`config.mk`:
```
export PLATFORM = sky130hd
export DESIGN_NAME = seq_mult_32x32
export DESIGN_NICKNAME = d
export VERILOG_FILES = /design/src/rtl/seq_mult_32x32_pkg.sv /design/src/rtl/seq_mult_32x32_csel_add.sv /design/src/rtl/seq_mult_32x32.sv
export SDC_FILE = /design/constraint.sdc
export NUM_CORES = 1
export LEC_CHECK = 0
export CAP_MARGIN = 20
export CELL_PAD_IN_SITES_DETAIL_PLACEMENT = 0
export CELL_PAD_IN_SITES_GLOBAL_PLACEMENT = 1
export CORE_MARGIN = 1
export CORE_UTILIZATION = 50
export DETAILED_ROUTE_END_ITERATION = 10
export DONT_BUFFER_PORTS = 1
export PLACE_DENSITY_LB_ADDON = 0.1
export SYNTH_ARGS = -nofsm -noshare
export SYNTH_HDL_FRONTEND = slang
export SYNTH_SLANG_ARGS = --single-unit
export TNS_END_PERCENT = 30
```
`constraint.sdc`:
```
create_clock -name clk -period 5.68 [get_ports clk]
set_input_delay 1.136 -clock clk [delete_from_list [all_inputs] [get_ports clk]]
set_output_delay 1.136 -clock clk [all_outputs]
set_load 0.005 [all_outputs]
```
`src/rtl/seq_mult_32x32_pkg.sv`:
```
// Shared types and widths for the sequential 32x32 multiplier.
package mult_pkg;
    typedef enum logic [1:0] {IDLE, RUN, DONE} state_t;

    localparam int OP_W   = 32;
    localparam int PROD_W = 64;
    localparam int CNT_W  = 5;

    // Count value of the final iteration when no early exit occurs.
    localparam logic [CNT_W-1:0] CNT_LAST = CNT_W'(OP_W - 1);
endpackage

```
`src/rtl/seq_mult_32x32_csel_add.sv`:
```
// 64-bit carry-select adder: each block precomputes both carry-in cases and
// the ripple of block carries only drives the selects.
module csel_add_64 #(
    parameter int W   = 64,
    parameter int BLK = 8
) (
    input  logic [W-1:0] a,
    input  logic [W-1:0] b,
    input  logic         c_in,
    output logic [W-1:0] sum,
    output logic         c_out
);
    localparam int NB = W / BLK;

    logic [NB:0] carry;
    assign carry[0] = c_in;

    for (genvar gi = 0; gi < NB; gi++) begin : g_blk
        logic [BLK:0] s0, s1;
        assign s0 = {1'b0, a[gi*BLK +: BLK]} + {1'b0, b[gi*BLK +: BLK]};
        assign s1 = {1'b0, a[gi*BLK +: BLK]} + {1'b0, b[gi*BLK +: BLK]} + {{BLK{1'b0}}, 1'b1};
        assign sum[gi*BLK +: BLK] = carry[gi] ? s1[BLK-1:0] : s0[BLK-1:0];
        assign carry[gi+1]        = carry[gi] ? s1[BLK]     : s0[BLK];
    end

    assign c_out = carry[NB];
endmodule

```
`src/rtl/seq_mult_32x32.sv`:
```
// Unsigned 32x32 shift-and-add multiplier with valid/ready on both sides,
// reusing one 64-bit carry-select adder for every partial-product add.
module seq_mult_32x32
    import mult_pkg::*;
#(
    parameter bit EARLY_EXIT = 1'b0
) (
    input  logic              clk,
    input  logic              rst_n,
    input  logic              in_valid,
    output logic              in_ready,
    input  logic [OP_W-1:0]   a,
    input  logic [OP_W-1:0]   b,
    output logic              out_valid,
    input  logic              out_ready,
    output logic [PROD_W-1:0] product
);
    state_t              state;
    logic [PROD_W-1:0]   acc;
    logic [PROD_W-1:0]   mcand;
    logic [OP_W-1:0]     mplier;
    logic [CNT_W-1:0]    count;
    logic [PROD_W-1:0]   add_sum;
    logic                add_c_out_unused;
    logic                last_iter;

    // acc never exceeds a*2^count during RUN, so the carry out stays clear.
    csel_add_64 #(.W(PROD_W), .BLK(8)) u_add (
        .a     (acc),
        .b     (mcand),
        .c_in  (1'b0),
        .sum   (add_sum),
        .c_out (add_c_out_unused)
    );

    assign last_iter = (count == CNT_LAST) ||
                       (EARLY_EXIT && ((mplier >> 1) == '0));
    assign product   = acc;

    always_ff @(posedge clk or negedge rst_n) begin
        if (!rst_n) begin
            state     <= IDLE;
            in_ready  <= 1'b1;
            out_valid <= 1'b0;
            acc       <= '0;
            mcand     <= '0;
            mplier    <= '0;
            count     <= '0;
        end else begin
            case (state)
                IDLE: begin
                    if (in_valid && in_ready) begin
                        mcand    <= {{(PROD_W-OP_W){1'b0}}, a};
                        mplier   <= b;
                        acc      <= '0;
                        count    <= '0;
                        in_ready <= 1'b0;
                        state    <= RUN;
                    end
                end
                RUN: begin
                    if (mplier[0])
                        acc <= add_sum;
                    mcand  <= mcand << 1;
                    mplier <= mplier >> 1;
                    count  <= (count == CNT_LAST) ? count : count + 1'b1;
                    if (last_iter) begin
                        out_valid <= 1'b1;
                        state     <= DONE;
                    end
                end
                DONE: begin
                    if (out_valid && out_ready) begin
                        out_valid <= 1'b0;
                        in_ready  <= 1'b1;
                        state     <= IDLE;
                    end
                end
                default: begin
                    out_valid <= 1'b0;
                    in_ready  <= 1'b1;
                    state     <= IDLE;
                end
            endcase
        end
    end
endmodule
```
After elaboration in Yosys (flattened, before gate mapping)
Cells that the tools add are included.

Add/sub/neg operators: 16. Multiply operators: 0. Div/mod/pow operators: 0. $lt $le $gt $ge: 0. Equality and inequality tests: 8. Shifts and indexed selects: 0. Mux-type cells: 33. Bitwise operators: 2. Reductions and logical operators: 10.

Operators with widths (number): $pmux 64 s2 (2); $mux 64 (3); $pmux 32 s2 (1); $add 8x8->9 (7); $mux 8 (7); $add 9x1->9 const B (6); $mux 32 (1); $reduce_and 3->1 (5); $mux 1 (10); $mux 5 (2); $ne 2x2->1 const B (5); $pmux 5 s2 (1); $add 8x1->8 const B (1); $add 8x8->8 (1); $mux 2 (3); $pmux 1 s3 (2); $pmux 2 s3 (1); $add 5x1->5 const B (1); $eq 5x5->1 const B (1); $eq 2x1->1 const B (1); $eq 2x2->1 const B (1); $logic_and 1x1->1 (2); $logic_not 2->1 (1); $not 1->1 (2); other kinds (2) (2).

Bits in registers: 169. Bits in latches: 0. RAM bits: 0. Memory bits (read-only): 0. Word-level logic and storage cells: 76. Memories kept: 0.

Depth between registers and ports, before layout
Gate-level depths: netlist (run 1).

Depth after elaboration: 11. Gate-level depth with buffers: 17. Mapped depth without buffers: 17.

By module
Synthesis (run 1) repeated with hierarchy kept, for this count alone.

Cell total of the unflattened synthesis: 1155. Area, all modules: 10751.6 um2.

By module, submodules not included: seq_mult_32x32 (instances 1, cells each 669, area an instance 6965.4 um2, seq. area each 4230.3 um2); csel_add_64 (instances 1, cells each 486, area an instance 3786.1 um2, seq. area each 0.0 um2).

Worst setup path before layout (run 1)
No wires, ideal clock.

Path kind: reg2reg. Start point: register acc[19], in the netlist product[19]. End point: register acc[63], in the netlist product[63]. Library setup time: 79 ps. Arrival time: 4758 ps. Data required time: 5601 ps. Slack: 843 ps. Stages on the path, launching flop included: 16. Path buffers: 0. Clock period less this slack: 4837 ps. Cell sequence: dfrtp_1 -> ha_1 -> a21o_1 -> a21o_1 -> o21a_1 -> or4_4 -> or4b_4 -> nor4b_4 -> mux2i_1 -> mux2i_1 -> mux2i_1 -> mux2i_1 -> xnor2_1 -> a21oi_1 -> o31a_1 -> mux2i_1.

Word-level cells in the longest chain between the ends: 10.

RTL lines: start, declared (line seq_mult_32x32.sv:19) `logic [PROD_W-1:0] acc;`; start signal, assigned (line seq_mult_32x32.sv:63) `acc <= add_sum;`; $add 8x8->9 * (line seq_mult_32x32_csel_add.sv:20, seq_mult_32x32_csel_add.sv:21); $add 9x1->9 (line seq_mult_32x32_csel_add.sv:21) `assign s1 = {1'b0, a[gi*BLK +: BLK]} + {1'b0, b[gi*BLK +: BLK]} + {{BLK{1'b0}}, 1'b1};`; $mux 1 * (5 in series) (line seq_mult_32x32_csel_add.sv:23) `assign carry[gi+1] = carry[gi] ? s1[BLK] : s0[BLK];`; $mux 8 * (line seq_mult_32x32_csel_add.sv:22) `assign sum[gi*BLK +: BLK] = carry[gi] ? s1[BLK-1:0] : s0[BLK-1:0];`; $mux 64 * (line seq_mult_32x32.sv:62) `if (mplier[0])`; $pmux 64 s2 * (line seq_mult_32x32.sv:50) `case (state)`.

Every way passes the cells marked *; elsewhere a longest branch is shown, timed or not. The select of a mux whose other input is x is not followed. A chain may end at the register's enable or synchronous reset.

Final worst setup path (run 1)
Start point: register acc[17], in the netlist product[17]. End point: register acc[63], in the netlist product[63].

The elaborated chain is that of the path after synthesis.

==> results of run 1 <==
-- layout by cell type, fill, tap and decap left out, types with 8 or more instances in the layout --
cell / n
nor2_1: 48
inv_1: 48
o21bai_1: 10
nand2_1: 149
nand4_1: 12
a21oi_1: 41
o21ai_0: 136
ha_1: 72
nand3_1: 12
xor2_1: 37
xnor2_1: 52
dfrtp_1: 168
a22o_1: 39
clkbuf_16: 17
fa_1: 8
a21o_1: 19
mux2i_1: 70
-- per-stage QoR --
step	instance area, um2	total power, mW
after global routing	11100	7.581
after detailed placement	10500	5.777
final	11100	6.902
after global placement	10500	5.748
after floorplan	10270	5.015
after CTS	11090	6.971
-- routing by layer --
metal  vias to the layer above  part of all wire (%)  global-route usage, %
li1                       3749                     -                      -
met1                      3482                    48                  30.52
met2                       104                    46                  36.06
met3                        15                   4.8                  4.811
met4                         0                  0.91                  5.526
met5                         -                     0                      0
-- synthesized netlist by cell type (2+ instances only) --
master	number	area share, %
o21bai_1	10	0.73
nor2_1	49	1.8
fa_1	8	1.6
a31oi_1	3	0.18
nand4_1	12	0.73
o211ai_1	5	0.37
or3_2	2	0.15
nor3_1	6	0.29
clkbuf_1	34	1.2
nor4_1	3	0.18
xnor2_1	53	4.5
nand2b_1	5	0.30
nand2_1	151	5.5
and3_1	5	0.30
and2_1	4	0.24
nor3b_1	5	0.37
o22ai_1	4	0.24
o31ai_1	3	0.22
or3_1	3	0.18
xor2_1	37	3.2
o21a_1	5	0.37
nand3b_1	2	0.15
dfrtp_1	168	41
a22o_1	39	3.3
o22a_1	2	0.17
nand3_1	12	0.58
ha_1	72	8.8
o2111ai_1	2	0.17
a211oi_1	2	0.15
a21boi_0	4	0.29
or2b_2	2	0.17
mux2i_1	70	6.8
inv_1	48	1.8
buf_1	7	0.26
a221oi_1	2	0.17
a21o_1	19	1.4
and3_2	2	0.15
o21ai_0	136	6.6
a21oi_1	41	2.0
o31a_1	2	0.17
or2_2	2	0.12
nor2b_1	8	0.49
-- worst max-delay path by stage --
stage	start	endpoint	slack, ns	cells past startpoint
2_1_floorplan	product[19]	product[63]	0.84	15
3_3_place_gp	product[17]	product[63]	0.28	15
3_5_place_dp	product[17]	product[63]	0.20	15
4_1_cts	product[16]	product[63]	0.16	17
5_1_grt	product[16]	product[63]	0.02	17
6_report	product[17]	product[63]	0.44	15
-- worst reg2reg max path, stage by stage (launching register included) --
cell     delay (ns)
dfrtp_1        0.44
ha_1           0.32
a21oi_1        0.20
and4b_2        0.27
o21a_1         0.20
or4_4          0.55
or4b_4         0.54
nor4b_4        0.30
mux2i_1        0.33
mux2i_1        0.42
mux2i_1        0.43
mux2i_1        0.18
xnor2_2        0.41
a21oi_1        0.15
o31a_1         0.30
mux2i_1        0.12
-- report_power, final --
part           internal (mW)  switching, mW  total, mW
logic                   1.54           2.02       3.56
registers               1.69          0.483       2.17
clock network          0.594          0.572       1.17
total                   3.82           3.08       6.90
-- cell families (layout without fill, tap and decap cells) --
| group | Yosys count | in the layout | synth area share (%) |
|---|---|---|---|
| xor+xnor | 91 | 91 | 7.835 |
| buf+inv | 91 | 86 | 3.497 |
| mux | 70 | 70 | 6.823 |
| fa+ha+maj | 80 | 80 | 10.33 |
| compound gates | 286 | 286 | 17.23 |
| simple gates | 286 | 286 | 13.09 |
| flops | 169 | 169 | 41.20 |
-- registers in the layout (all words and copies together) (netlist names) --
| register | cells |
|---|---|
| state | 2 |
| product | 64 |
| in_ready | 1 |
| mplier | 32 |
| out_valid | 1 |
| mcand | 64 |
| count | 5 |
-- layout make-up --
type                    instances  area share, %
clock inverters                15          1.488
flip-flops and latches        169          38.13
multi-input cells             813          51.48
inverters                      48          1.624
repair buffers                  6         0.4060
well taps                     270          3.045
clock buffers                  17          3.834
==> metrics.yaml, run 1 <==
run_status: "complete, no violations"
hp-class: "input port to async pin"
critPathArrivalTime_ns: 5.59
grt_first_pass_wirelength_mm: 38.11
setup_violations: 0
synthCells: 1073
yosysWarnings: 0
num_antenna_cells: 0
detailroute.via_count: 7350
p_per_area_nw_per_um2: 622.1
crit_chain: "ha_1, a21oi_1, and4b_2, o21a_1, or4_4, or4b_4, nor4b_4, mux2i_1, mux2i_1, mux2i_1, mux2i_1, xnor2_2, a21oi_1, o31a_1, mux2i_1"
worst-path-buf-inv: 0
cts_setup_buffers: 0
io_buffer_count: 0
max_cap_viol_count: 0
die_w_um: 145.3
multi_input_comb_area_um2: 5712
crit_path_start_kind: "flop"
crit_path_end_kind: "flop"
floorplan.rows: 52
cts_tree: "built"
slowest_delay_ns: 0.55
number_of_optimization_iterations_in_the_first_detailed_route_pass: 4
detail_route.drc_violations: 0
timing_worst_setup_path_type: "flop to flop"
pins_over_slew_limit: 0
cpLargestDelayFamily: "simple AND/OR/NAND/NOR gates"
slowest_cell_on_the_critical_path: "or4_4"
regToRegEndpoint: "product[63]"
ioPinCount: 134
cell_area_after_technology_mapping_um2: 10270
post-route-min-period_ns: 5.238
fin_worst_skew_ns: 0.01727
numClockSinks: 169
first_iter_violations: 313
ctsHtreeMaxLevel: 4
antenna_violating_nets_post_route: 0
fin_nets: 1203
regToRegSetupSlack_ns: 0.44
cts-root-buf: "clkbuf_16"
avgSynthCellArea_um2: 9.570
rsz0062_at_grt: "no"
total_leakage_power_nw: 5.120
finalCritPeriodShare_pct: 92.22
hold_violations: 0
nFillCells: 1817
placement.setup.worst_slack_ns: 0.2032
routabilityCongestion: 0.7977
number_of_flops_mapped_to_enable_cells_by_yosys: 0
clk_pin_slew_worst_paths_ns: 0.07
r2r-start: "product[17]"
largest_net_degree_at_the_start_of_global_routing: 170
fin_util_pct: 55.01
overall_fraction_of_global_route_tracks_in_use_pct: 22.30
place.detailed.hpwl_mm: 15.72
floorplan_die_area_um2: 21120
overflow: 0
cts_resized: 0
crit_top_cell: "mux2i_1"
avgViaCountPerCell: 5.493
cts-hold-fix-buffers: 0
post_drt_wl_per_cell_um: 16.84
cts_buffer_depth: 2
grt_pass1_vias: 7457
worst-r2r-cell-count: 15
netlist-cell-type-count: 66
flow.area_growth_from_synthesis_pct: 8.054
chipHeight_um: 145.3
measured_slew_at_the_worst_slew_check_pin_ns: 0.8467
required_worst_endpoint_ns: 6.03
synth.yosys.seq_area_share_pct: 41.20
fp.coreArea_um2: 20170
layout_cells_sized_above_1_pct: 5.899
clkLatencyLatePin_ns: 0.44
maximum_ir_drop_on_the_vdd_rail_v: 0.0002411
fin_worst_hold_slack_ns: 0.3934
crit_fanout: 9
numCtsBuffers: 17
grt_antenna_before_repair: 0
final-seq-area_um2: 4230
syn-num-nets: 1221
synthFlopType: "dfrtp_1"
slew_headroom_pct: 43.56
final.setup.tns_ns: 0
initial_core_util_pct: 50.91
max_freq_ghz: 0.1909
placed_cells_incl_taps: 1306
wl_mm: 22.53
postSynth.asyncResetShare_pct: 100.0
finalWorstSetupSlack_ns: 0.4417
count_of_state_elements_after_synthesis: 169
instances_no_fill: 1338
Power figures use the tool's default switching activity.
==> run 2, diff against run 1 <==
--- a/config.mk
+++ b/config.mk
@@ -9,10 +9,11 @@
 export CELL_PAD_IN_SITES_DETAIL_PLACEMENT = 0
 export CELL_PAD_IN_SITES_GLOBAL_PLACEMENT = 1
 export CORE_MARGIN = 1
-export CORE_UTILIZATION = 50
+export CORE_UTILIZATION = 40
 export DETAILED_ROUTE_END_ITERATION = 10
 export DONT_BUFFER_PORTS = 1
 export PLACE_DENSITY_LB_ADDON = 0.1
+export RECOVER_POWER = 25
 export SYNTH_ARGS = -nofsm -noshare
 export SYNTH_HDL_FRONTEND = slang
 export SYNTH_SLANG_ARGS = --single-unit
==> run 2 against run 1 <==
  * Maximum frequency is 0.88% lower
  * Sequential share of layout area is 0.35 points lower
  * Core utilization is 11 points lower
  * Non-clock buffer count stayed put
  * Global-route usage is 3.3 points lower
  * Combinational power is 2% higher
  * Via count is 0.27% higher
  * Register-to-register slack worse by 0.05 ns
  * Clock skew is 0.0040 ns lower
  * Routed wire length is 8.0% higher
  * Setup slack worse by 0.047 ns
==> metrics.yaml, run 2 (synthesis results as in run 1) <==
timing_worst_setup_path_type: "flop to flop"
crit_fanout: 9  # unchanged
crit_path_start_kind: "flop"
avgViaCountPerCell: 5.272  # -4.0%
pins_over_slew_limit: 0  # unchanged
fin_worst_skew_ns: 0.01329  # -0.003974 ns
antenna_violating_nets_post_route: 0  # unchanged
comb_power_share_pct: 51.8  # +0.2 points
run_status: "complete, no violations"
final.setup.tns_ns: 0  # unchanged
slew_headroom_pct: 40.78  # -2.8 points
initial_core_util_pct: 40.78  # -10 points
detailroute.via_count: 7370  # +0.27%
floorplan.rows: 58  # +12%
clkLatencyLatePin_ns: 0.43  # about the same
critPathArrivalTime_ns: 5.64  # +0.05 ns
cts_buffer_depth: 2  # unchanged
clockPowerShare_pct: 17.2  # +0.3 points
grt_antenna_before_repair: 0  # unchanged
grt_pass1_vias: 7428  # -0.39%
grt_first_pass_wirelength_mm: 39.63  # +4.0%
power.switching_mw: 3.166  # +2.8%
fp.coreArea_um2: 25180  # +25%
hold_violations: 0  # unchanged
setup_violations: 0  # unchanged
worst-r2r-cell-count: 17  # +2
numCtsBuffers: 17  # unchanged
cts_setup_buffers: 0  # unchanged
flow.area_growth_from_synthesis_pct: 9.041
cts_resized: 0  # unchanged
total_leakage_power_nw: 5.130  # +0.20%
cpLargestDelayFamily: "multiplexers"
max_cap_viol_count: 0  # unchanged
numClockSinks: 169  # unchanged
layout_cells_sized_above_1_pct: 5.899  # unchanged
p_per_area_nw_per_um2: 625.5  # +0.55%
num_antenna_cells: 0  # unchanged
chipHeight_um: 162.2  # +12%
overall_fraction_of_global_route_tracks_in_use_pct: 19.04  # -3.3 points
fin_nets: 1203  # unchanged
power.share.switching_pct: 45.20  # +0.60 points
layout_commonest_cell: "dfrtp_1"
crit_top_cell: "mux2i_1"
worst-path-buf-inv: 1  # +1
crit_path_end_kind: "flop"
most-common-layout-cells: "dfrtp_1, nand2_1, o21ai_0"
required_worst_endpoint_ns: 6.03  # about the same
crit_chain: "ha_1, inv_1, fa_1, nor2b_1, o21ai_0, a21boi_0, or4_4, or4b_4, nor4b_4, mux2i_1, mux2i_1, mux2i_1, mux2i_1, xnor2_2, a21oi_1, o31a_1, mux2i_1"
hp-class: "input port to async pin"
detail_route.drc_violations: 0  # unchanged
critical_path_cell_count: 17  # +2
post-route-min-period_ns: 5.285  # +0.04676 ns
first_iter_violations: 347  # +11%
rsz0062_at_grt: "no"
wl_mm: 24.34  # +8.0%
cts-root-buf: "clkbuf_16"
die_w_um: 162.2  # +12%
overflow: 0  # unchanged
largest_net_degree_at_the_start_of_global_routing: 170  # unchanged
post_drt_wl_per_cell_um: 17.41  # +3.4%
clk_pin_slew_worst_paths_ns: 0.08  # about the same
ioPinCount: 134  # unchanged
measured_slew_at_the_worst_slew_check_pin_ns: 0.8884  # +0.04171 ns
nFillCells: 2436  # +34%
slowest_cell_on_the_critical_path: "or4_4"
io_buffer_count: 0  # unchanged
max_freq_ghz: 0.1892  # -0.88%
report.power.total_mw: 7.004  # +1.5%
place.detailed.hpwl_mm: 16.75  # +6.5%
cellInternalPower_mw: 3.838  # +0.38%
cts_tree: "built"
power.share.sequential_pct: 31.0  # -0.5 points
number_of_optimization_iterations_in_the_first_detailed_route_pass: 4  # unchanged
slowest_delay_ns: 0.58  # +0.03 ns
finalCritPeriodShare_pct: 93.05  # +0.82 points
maximum_ir_drop_on_the_vdd_rail_v: 0.0002074  # -14%
floorplan_die_area_um2: 26320  # +25%
cts-hold-fix-buffers: 0  # unchanged
instances_no_fill: 1398  # +4.5%
routabilityCongestion: 0.7972  # about the same
ctsHtreeMaxLevel: 4  # unchanged
placed_cells_incl_taps: 1366  # +4.6%
## run 2: cell count changes in the layout (fill, tap and decap cells not counted)
cell	delta
clkinv_4	+1
clkinv_8	+3
inv_12	+1
a21boi_0	+1
clkinvlp_4	-1
inv_8	-2
inv_6	-2
a21boi_1	-1
## run 2: path summary, 6_finish.rpt
check,start,endpoint,slack [ns]
max in group asynchronous,rst_n,in_ready,4.93
setup reg to reg,product[16],product[63],0.39
hold reg to reg,mplier[4],mplier[4],0.48
min in group clk,mplier[4],mplier[4],0.48
hold / removal,rst_n,mcand[27],0.40
setup / recovery,product[16],product[63],0.39
## run 2: power groups by stage
stage	logic [mW]	clock network, mW	registers (mW)
3_3_place_gp	3.62	0	2.20
5_1_grt	4.12	1.29	2.25
6_report	3.63	1.21	2.17
4_1_cts	3.66	1.25	2.19
2_1_floorplan	2.99	0	2.03
3_5_place_dp	3.64	0	2.21
## run 2: layout make-up
class	count	area, um2	area share, %
clock buffers	17	425.4	3.799
well taps	330	412.9	3.688
multi-input cells	813	5712	51.01
inverters	48	180.2	1.609
repair buffers	6	45.04	0.4023
clock inverters	15	191.4	1.710
flip-flops and latches	169	4230	37.78
## run 2: through the flow
step	setup slack [ns]	instance area [um2]	hold WS, ns	utilization, %
finish	0.3949	11200	0.3965	44.46
global route	0.05369	11200	0.3648	44.46
CTS	0.1831	11190	0.3719	44.44
detailed placement	0.2077	10570	0.4699	41.99
global placement	0.2750	10570	0.4628	41.99
floorplan	0.8428	10270	0.4496	-
## run 2: metal layers
metal	global-route usage (%)	wire, um	part of all wire (%)	up-vias
met4	3.774	163	0.67	0
li1	-	-	-	3743
met1	25.78	11860	49	3533
met2	30.98	11410	47	87
met3	4.443	909	3.7	7
met5	0	0	0	-
==> run 3, diff against run 2 <==
--- a/config.mk
+++ b/config.mk
@@ -12,7 +12,7 @@
 export CORE_UTILIZATION = 40
 export DETAILED_ROUTE_END_ITERATION = 10
 export DONT_BUFFER_PORTS = 1
-export PLACE_DENSITY_LB_ADDON = 0.1
+export PLACE_DENSITY = 0.78
 export RECOVER_POWER = 25
 export SYNTH_ARGS = -nofsm -noshare
 export SYNTH_HDL_FRONTEND = slang
==> run 3 against run 2 <==
  * Via count up 0.31%
  * Design area is 0.16% higher
  * Critical path type unchanged
  * Total power about the same
  * Sequential power about the same
  * Global-route usage decreased by 0.77 points
  * Highest routed layer unchanged
  * Combinational power shrank 1%
  * Critical endpoint is now product[58]
  * Maximum frequency is 3.3% higher
  * Register-to-register slack better by 0.17 ns
  * Count of clock-buffer cells in the layout is 1 higher
  * Clock skew up 0.0016 ns
  * Routed wire length decreased by 4.0%
  * Non-clock buffer count up 3
==> metrics.yaml, run 3 (synthesis results as in run 1) <==
regToRegSetupSlack_ns: 0.56  # +0.17 ns
met3WireLength_mm: 1.254  # +38%
final_non_filler_cell_area_um2: 11210  # +0.16%
dpl-instance-area_um2: 10570  # unchanged
avgViaCountPerCell: 5.277  # about the same
most-common-layout-cells: "dfrtp_1, nand2_1, o21ai_0"
comb_power_share_pct: 51.1  # -0.7 points
critPathArrivalTime_ns: 5.47  # -0.17 ns
report.power.total_mw: 7.006  # about the same
num_antenna_cells: 0  # unchanged
largest_net_degree_at_the_start_of_global_routing: 170  # unchanged
layout_commonest_cell: "dfrtp_1"
run_status: "complete, no violations"
grt_pass1_vias: 7311  # -1.6%
wirelength_met1_mm: 11.19  # -5.6%
floorplan.rows: 58  # unchanged
maximum_ir_drop_on_the_vdd_rail_v: 0.0003739  # +80%
number_of_optimization_iterations_in_the_first_detailed_route_pass: 5  # +1
fin_util_pct: 44.53  # +0.070 points
cts_tree: "built"
regToRegEndpoint: "product[58]"
initial_core_util_pct: 40.78  # unchanged
power.share.sequential_pct: 31.1  # about the same
routabilityCongestion: 0.8511  # +6.8%
setup_violations: 0  # unchanged
die_w_um: 162.2  # unchanged
hp-class: "input port to async pin"
measured_slew_at_the_worst_slew_check_pin_ns: 0.9537  # +0.06533 ns
final-seq-area_um2: 4230  # unchanged
place.detailed.hpwl_mm: 16.15  # -3.6%
floorplan_die_area_um2: 26320  # unchanged
cts-root-buf: "clkbuf_16"
maxUsedRoutingLayer: "met4"
layout_cells_sized_above_1_pct: 6.069  # +0.17 points
flow.area_growth_from_synthesis_pct: 9.212
finalCritPeriodShare_pct: 90.07  # -3.0 points
overall_fraction_of_global_route_tracks_in_use_pct: 18.28  # -0.77 points
crit_fanout: 5  # -4
rsz0062_at_grt: "no"
overflow: 0  # unchanged
slew_headroom_pct: 36.29  # -4.5 points
detailroute.via_count: 7393  # +0.31%
met2WireLength_mm: 10.64  # -6.7%
max_cap_viol_count: 0  # unchanged
io_buffer_count: 0  # unchanged
required_worst_endpoint_ns: 6.03  # about the same
cellInternalPower_mw: 3.942  # +2.7%
cts_buffer_depth: 2  # unchanged
max_freq_ghz: 0.1955  # +3.3%
clkLatencyLatePin_ns: 0.43  # about the same
chipHeight_um: 162.2  # unchanged
fin_nets: 1206  # +0.25%
numCtsBuffers: 17  # unchanged
numClockSinks: 169  # unchanged
antenna_violating_nets_post_route: 0  # unchanged
detail_route.drc_violations: 0  # unchanged
clk_pin_slew_worst_paths_ns: 0.07  # about the same
post-route-min-period_ns: 5.116  # -0.1689 ns
power.switching_mw: 3.064  # -3.2%
cts-hold-fix-buffers: 0  # unchanged
fp.coreArea_um2: 25180  # unchanged
timing_worst_setup_path_type: "flop to flop"
nFillCells: 2423  # -0.53%
power.share.switching_pct: 43.73  # -1.5 points
first_iter_violations: 410  # +18%
hold_violations: 0  # unchanged
grt_first_pass_wirelength_mm: 38.27  # -3.4%
fin_worst_skew_ns: 0.01488  # +0.001592 ns
ioPinCount: 134  # unchanged
ctsHtreeMaxLevel: 4  # unchanged
crit_path_start_kind: "flop"
clockPowerShare_pct: 17.8  # +0.6 points
pins_over_slew_limit: 0  # unchanged
p_per_area_nw_per_um2: 624.7  # -0.13%
final.setup.tns_ns: 0  # unchanged
worst-r2r-cell-count: 18  # +1
crit_path_end_kind: "flop"
total_leakage_power_nw: 5.155  # +0.49%
wl_mm: 23.37  # -4.0%
r2r-start: "product[16]"
multi_input_comb_area_um2: 5712  # unchanged
post_drt_wl_per_cell_um: 16.68  # -4.2%
grt_antenna_before_repair: 0  # unchanged
## run 3: stage by stage
| step | setup slack [ns] | cells | hold WS, ns |
|---|---|---|---|
| finish | 0.5639 | 1401 | 0.3990 |
| CTS | 0.1790 | 1398 | 0.3762 |
| global placement | 0.2802 | 1366 | 0.4621 |
| floorplan | 0.8428 | 1073 | 0.4496 |
| global route | 0.1113 | 1401 | 0.3673 |
| detailed placement | 0.2224 | 1366 | 0.4705 |
## run 3: worst max path at each step
stage | from | endpoint | slack [ns]
2_1_floorplan | product[19] | product[63] | 0.84
3_3_place_gp | product[16] | product[63] | 0.28
3_5_place_dp | product[16] | product[63] | 0.22
4_1_cts | product[16] | product[63] | 0.18
5_1_grt | product[16] | product[58] | 0.11
6_report | product[16] | product[58] | 0.56
## run 3: worst max-delay path, cell delays in order, from the launching register on
cell	delay, ns
dfrtp_1	0.42
ha_1	0.23
inv_1	0.07
fa_1	0.20
nor2b_1	0.06
o21ai_0	0.19
a21boi_0	0.22
or4_4	0.58
or4b_4	0.54
nor4b_4	0.31
mux2i_1	0.35
mux2i_1	0.43
mux2i_1	0.40
mux2i_1	0.33
xnor2_2	0.18
buf_4	0.18
nand2_1	0.07
xor2_1	0.15
o21ai_0	0.14
## run 3: repair_timing
action,in CTS,in global routing
buffers inserted,0,3
endpoints found under the setup margin,0,8
hold endpoints to repair,0,0
gates resized for setup,0,1
## run 3: layout make-up
class,instances,area share (%)
timing repair buffer,9,0.6025
sequential,169,37.72
multi-input combinational,813,50.93
clock buffer,18,3.827
tap,330,3.682
clock inverter,14,1.629
inverter,48,1.607
## run 3: power groups by stage
stage,logic [mW],clock network [mW],registers [mW]
2_1_floorplan,2.99,0,2.03
3_3_place_gp,3.53,0,2.20
3_5_place_dp,3.60,0,2.21
4_1_cts,3.61,1.28,2.19
5_1_grt,4.08,1.33,2.26
6_report,3.58,1.25,2.18
## run 3: per-layer routing
metal / GRT usage (%) / up-vias
met4: 4.545 / 0
met1: 24.38 / 3481
li1: - / 3753
met5: 0 / -
met3: 5.286 / 21
met2: 28.98 / 138
